==> src/rtl/alu_pkg.sv <==
// alu_pkg: constants and types shared by the ALU datapath blocks.
// Holds the operand width, the multiplier FSM state encoding and the
// number of shift-and-add steps performed per multiply.
package alu_pkg;

    localparam int ALU_WIDTH = 32;
    localparam int MUL_STEPS = 32;
    localparam int MUL_CNT_W = 5;

    // Step counter value on the final shift-and-add step.
    localparam logic [MUL_CNT_W-1:0] MUL_CNT_LAST = 5'd31;

    localparam logic [1:0] MUL_IDLE = 2'd0;
    localparam logic [1:0] MUL_RUN  = 2'd1;
    localparam logic [1:0] MUL_DONE = 2'd2;

    typedef enum logic [1:0] {
        ST_IDLE    = MUL_IDLE,
        ST_RUN     = MUL_RUN,
        ST_DONE    = MUL_DONE,
        ST_ILLEGAL = 2'd3
    } mul_state_e;

endpackage : alu_pkg

==> src/rtl/seq_mul32_adder.sv <==
// thirtyTwoBitAdder: the ALU's 32-bit adder, S + Cout = A + B + Cin.
// Ports:
//   A, B  in  32 : addends
//   Cin   in  1  : carry in
//   S     out 32 : sum
//   Cout  out 1  : carry out
module thirtyTwoBitAdder (
    input  logic [31:0] A,
    input  logic [31:0] B,
    input  logic        Cin,
    output logic [31:0] S,
    output logic        Cout
);

    assign {Cout, S} = {1'b0, A} + {1'b0, B} + {32'd0, Cin};

endmodule : thirtyTwoBitAdder

==> src/rtl/seq_mul32.sv <==
// seq_mul32: sequential unsigned 32x32 -> 64-bit shift-and-add multiplier.
// One partial-product step per clock through a single thirtyTwoBitAdder.
// Ports:
//   clk      in  1   : clock, rising edge
//   rst      in  1   : asynchronous active-high reset
//   start    in  1   : launch a multiply (sampled only in IDLE)
//   a        in  32  : multiplicand, captured on the accepting edge
//   b        in  32  : multiplier, captured on the accepting edge
//   busy     out 1   : high while an operation is in RUN or DONE
//   done     out 1   : one-cycle pulse when product updates
//   product  out 64  : registered result, held until the next completion
// WIDTH must stay 32: the adder it drives is fixed at 32 bits.
module seq_mul32
    import alu_pkg::*;
#(
    parameter int WIDTH = ALU_WIDTH
) (
    input  logic               clk,
    input  logic               rst,
    input  logic               start,
    input  logic [WIDTH-1:0]   a,
    input  logic [WIDTH-1:0]   b,
    output logic               busy,
    output logic               done,
    output logic [2*WIDTH-1:0] product
);

    mul_state_e               state_q,   state_d;
    logic [WIDTH-1:0]         acc_q,     acc_d;
    logic [WIDTH-1:0]         mq_q,      mq_d;
    logic [WIDTH-1:0]         mcand_q,   mcand_d;
    logic [MUL_CNT_W-1:0]     cnt_q,     cnt_d;
    logic [2*WIDTH-1:0]       product_q, product_d;
    logic                     busy_q,    busy_d;
    logic                     done_q,    done_d;

    logic [WIDTH-1:0]         add_b_s;
    logic [WIDTH-1:0]         add_sum_s;
    logic                     add_cout_s;
    logic [2*WIDTH-1:0]       step_s;

    // Add the multiplicand only when the current multiplier bit is set.
    assign add_b_s = mq_q[0] ? mcand_q : {WIDTH{1'b0}};

    thirtyTwoBitAdder u_adder (
        .A    (acc_q),
        .B    (add_b_s),
        .Cin  (1'b0),
        .S    (add_sum_s),
        .Cout (add_cout_s)
    );

    // 65-bit {Cout, S, mq} shifted right by one: Cout lands in acc[31].
    assign step_s = {add_cout_s, add_sum_s, mq_q[WIDTH-1:1]};

    // Next-state, datapath and output decode.
    always_comb begin
        state_d   = state_q;
        acc_d     = acc_q;
        mq_d      = mq_q;
        mcand_d   = mcand_q;
        cnt_d     = cnt_q;
        product_d = product_q;
        case (state_q)
            ST_IDLE: begin
                if (start) begin
                    mcand_d = a;
                    mq_d    = b;
                    acc_d   = {WIDTH{1'b0}};
                    cnt_d   = {MUL_CNT_W{1'b0}};
                    state_d = ST_RUN;
                end else begin
                    state_d = ST_IDLE;
                end
            end
            ST_RUN: begin
                {acc_d, mq_d} = step_s;
                // Wraps 31 -> 0 on the final step; unused until the next load.
                cnt_d = cnt_q + 5'd1;
                if (cnt_q == MUL_CNT_LAST) begin
                    product_d = step_s;
                    state_d   = ST_DONE;
                end else begin
                    state_d = ST_RUN;
                end
            end
            ST_DONE: begin
                state_d = ST_IDLE;
            end
            default: begin
                state_d = ST_IDLE;
            end
        endcase
        // Flags are registered from the next state so they line up with it.
        busy_d = (state_d == ST_RUN) || (state_d == ST_DONE);
        done_d = (state_d == ST_DONE);
    end

    // State, datapath and output registers.
    always_ff @(posedge clk or posedge rst) begin
        if (rst) begin
            state_q   <= ST_IDLE;
            acc_q     <= {WIDTH{1'b0}};
            mq_q      <= {WIDTH{1'b0}};
            mcand_q   <= {WIDTH{1'b0}};
            cnt_q     <= {MUL_CNT_W{1'b0}};
            product_q <= {(2*WIDTH){1'b0}};
            busy_q    <= 1'b0;
            done_q    <= 1'b0;
        end else begin
            state_q   <= state_d;
            acc_q     <= acc_d;
            mq_q      <= mq_d;
            mcand_q   <= mcand_d;
            cnt_q     <= cnt_d;
            product_q <= product_d;
            busy_q    <= busy_d;
            done_q    <= done_d;
        end
    end

    assign busy    = busy_q;
    assign done    = done_q;
    assign product = product_q;

endmodule : seq_mul32
==> config.mk <==
export PLATFORM = sky130hd
export DESIGN_NAME = seq_mul32
export DESIGN_NICKNAME = d
export VERILOG_FILES = /design/src/rtl/alu_pkg.sv /design/src/rtl/seq_mul32_adder.sv /design/src/rtl/seq_mul32.sv
export SDC_FILE = /design/constraint.sdc
export NUM_CORES = 1
export LEC_CHECK = 0
export BUFFER_PORTS_ARGS = -buffer_cell sky130_fd_sc_hd__buf_2
export CORE_UTILIZATION = 35
export CTS_CLUSTER_DIAMETER = 50
export DETAILED_ROUTE_END_ITERATION = 16
export GPL_TIMING_DRIVEN = 0
export RECOVER_POWER = 50
export SLEW_MARGIN = 20
export SYNTH_ARGS = -nofsm -noshare
export SYNTH_HDL_FRONTEND = slang
export SYNTH_SLANG_ARGS = --single-unit
==> constraint.sdc <==
create_clock -name clk -period 8.55 [get_ports clk]
set_clock_uncertainty 0.1 [all_clocks]
set_input_delay 1.71 -clock clk [delete_from_list [all_inputs] [get_ports clk]]
set_output_delay 1.71 -clock clk [all_outputs]
set_load 0.1 [all_outputs]
==> results.sh <==
export IMPL_timing_setup_tns_ns=0
export IMPL_yosysSeqAreaShare_pct=47.6
export IMPL_nFillCells=2459
export IMPL_crit_chain="clkbuf_1, nor2b_1, nor2b_1, clkbuf_1, clkbuf_1, nor2_1, ha_1, inv_1"
export IMPL_cts_setup_buffers=0
export IMPL_portBuffers=132
export IMPL_drt_initial_drc_count=597
export IMPL_die_area_um2=26000
export IMPL_hpwlAfterDp_um=18200
export IMPL_yosysMostFrequentCell="nand2_1"
export IMPL_hold_class="register to register"
export IMPL_synth_largest_area_cell="dfrtp_1"
export IMPL_tightest_slew_ns=2.56
export IMPL_hold_buffers=0
export IMPL_hold_worst_slack_ns=0.373
export IMPL_ioPinCount=133
export IMPL_die_w_um=161
export IMPL_start_util_pct=36.1
export IMPL_fmax_ghz=0.267
export IMPL_grt_pass1_vias=7389
export IMPL_fin_util_pct=43.1
export IMPL_ant_nets=0
export IMPL_finalPower_mw=4.93
export IMPL_synth_avg_cell_area_um2=9.35
export IMPL_grt_first_pass_wirelength_um=40300
export IMPL_drv_cap=1
export IMPL_grt_overflow=0
export IMPL_period_share_pct=43.7
export IMPL_cts_buffers=17
export IMPL_dp_cells=1409
export IMPL_worstSetupStartpointType="input port"
export IMPL_dr_pass1_iters=5
export IMPL_rows=57
export IMPL_finalCriticalPeriod_ns=3.74
export IMPL_drive_above_1_share_pct=18.4
export IMPL_critPathKind="input port to register"
export IMPL_clkTransAtPathRegs_ns=0.08
export IMPL_vdd_drop_max_v=0.000207
export IMPL_synth_edf_count=0
export IMPL_fin_cells=1442
export IMPL_netlist_instances=951
export IMPL_synth_top_area_share_pct=47.6
export IMPL_drc=0
export IMPL_cts_max_level=4
export IMPL_slowest_stage="clkbuf_1"
export IMPL_synth_area_um2=8890
export IMPL_synth_cell_types=59
export IMPL_core_region_area_um2=24600
export IMPL_path_common_cell="clkbuf_1"
export IMPL_via_per_inst=5.25
export IMPL_synthToLayoutAreaGrowth_pct=19.3
export IMPL_synth_flop_cell="dfrtp_1"
export IMPL_cts_tree="built"
export IMPL_final_hold_viol_count=0
export IMPL_max_stage_delay_ns=0.57
export IMPL_gr_usage_all_layers_pct=19.8
export IMPL_async_reset_ff_share_pct=100
export IMPL_gp_congestion=0.876
export IMPL_p_leak_nw=5.05
export IMPL_wl_um=25100
export IMPL_slew_headroom_pct=-71.9
export IMPL_rsz0062_at_grt="false"
export IMPL_cts_resized=0
export IMPL_clkLatencyLatePin_ns=0.44
export IMPL_clockRootBuffer="clkbuf_16"
export IMPL_cp_arrival_ns=3.98
export IMPL_p_per_area_nw_per_um2=465
export IMPL_syn_num_nets=1054
export IMPL_clock_sinks=169
export IMPL_endpoint_kind="register"
export IMPL_worst_ep_required_time_ns=8.79
export IMPL_worstPathMaxFanout=10
export IMPL_wire_per_inst_um=17.4
export IMPL_dr_total_vias=7575
export IMPL_nets=1207
export IMPL_yosys_top_cells_area="dfrtp_1, nand2_1, mux2_2"
export IMPL_setup_violations=0
export IMPL_synth_commonest_cells="nand2_1, dfrtp_1, o21ai_0"
export IMPL_ys_seq_elements=169
export IMPL_status="finished with violations"
export IMPL_clock_path_buffers=2
export IMPL_ys_warn_count=0
export IMPL_antenna_found_initial=2
export IMPL_grt_max_degree=66
export IMPL_chipHeight_um=161
export IMPL_violations="capacitance limit, slew limit"
export IMPL_slew_viol_final=51
==> where the power goes <==
| part | internal [mW] | total [mW] | switching, mW |
|---|---|---|---|
| Sequential | 1.16 | 1.37 | 0.212 |
| Combinational | 0.822 | 2.76 | 1.94 |
| Clock | 0.402 | 0.799 | 0.397 |
| Total | 2.39 | 4.93 | 2.55 |
==> cell families (layout without fill, tap and decap cells) <==
logic type	after synthesis	count (layout)	share of synthesized area (%)
AO/OA/AOI/OAI	244	244	18.1
XOR/XNOR	18	18	1.77
adder cells (fa/ha/maj)	36	36	5.15
buffers and inverters	76	242	3.28
flip-flops	169	169	47.6
multiplexers	40	40	5.07
other	0	1	0
AND/OR/NAND/NOR	368	368	19.1
==> registers in the layout, indices dropped and copies added, names as in the netlist <==
signal / count
done: 1
mcand_q: 32
state_q: 2
mq_q: 32
acc_q: 32
busy: 1
product: 64
cnt_q: 5
==> metrics by stage <==
stage	cell area (um^2)	setup WS, ns
5_1_grt	10600	4.64
2_1_floorplan	8890	2.16
6_report	10600	4.81
3_5_place_dp	10000	4.49
4_1_cts	10600	4.83
3_3_place_gp	9960	-0.116
==> final cells by class <==
cell class	instances	area (um^2)	area share [%]
antenna	1	2.50	0.0236
buffer	61	235	2.22
clock buffer	17	425	4.01
clock inverter	15	193	1.82
inverter	15	57.6	0.542
multi-input combinational	706	4370	41.2
sequential	169	4230	39.9
tap	324	405	3.82
timing repair buffer	134	692	6.52
==> cell usage in the layout, fill, tap and decap left out, drive strengths merged, types with 17 or more instances in the layout <==
cell,n
buf,128
a22oi,32
nand2,202
and2,38
o21ai,79
nor2,29
dfrtp,169
nand3,27
mux2,40
a21oi,45
inv,22
a21o,17
clkbuf,84
nand4,17
ha,35
==> routing by layer <==
metal  part of all wire (%)  wire (um)  vias to the layer above  GRT usage, %
met3                    5.3       1340                       31          3.95
met2                     45      11200                      204          30.9
met5                  0.052         13                        -             0
li1                       -          -                     3663             -
met1                     48      12100                     3675          27.6
met4                    1.7        420                        2          5.87
==> worst paths after layout <==
kind                            slack, ns                       to                     from  cells after the start
worst max-delay path                 4.81           busy$_DFF_PP0_                    start                      8
worst min-delay path                 0.37  product[24]$_DFFE_PP0P_  product[24]$_DFFE_PP0P_                      2
worst max register to register       4.85    acc_q[21]$_DFFE_PP0P_      mq_q[0]$_DFFE_PP0P_                     10
worst min register to register       0.37  product[24]$_DFFE_PP0P_  product[24]$_DFFE_PP0P_                      2
max in group asynchronous            5.30  mcand_q[27]$_DFFE_PP0P_                      rst                      2
min in group asynchronous            1.87     mq_q[25]$_DFFE_PP0P_                      rst                      2
==> worst max-delay path, delay by kind of cell <==
family	cells	cell delay (ns)
buffers and inverters	4	1.35
AND/OR/NAND/NOR	3	0.60
adder cells (fa/ha/maj)	1	0.32
No activity file was read; power rests on OpenSTA's default activity.
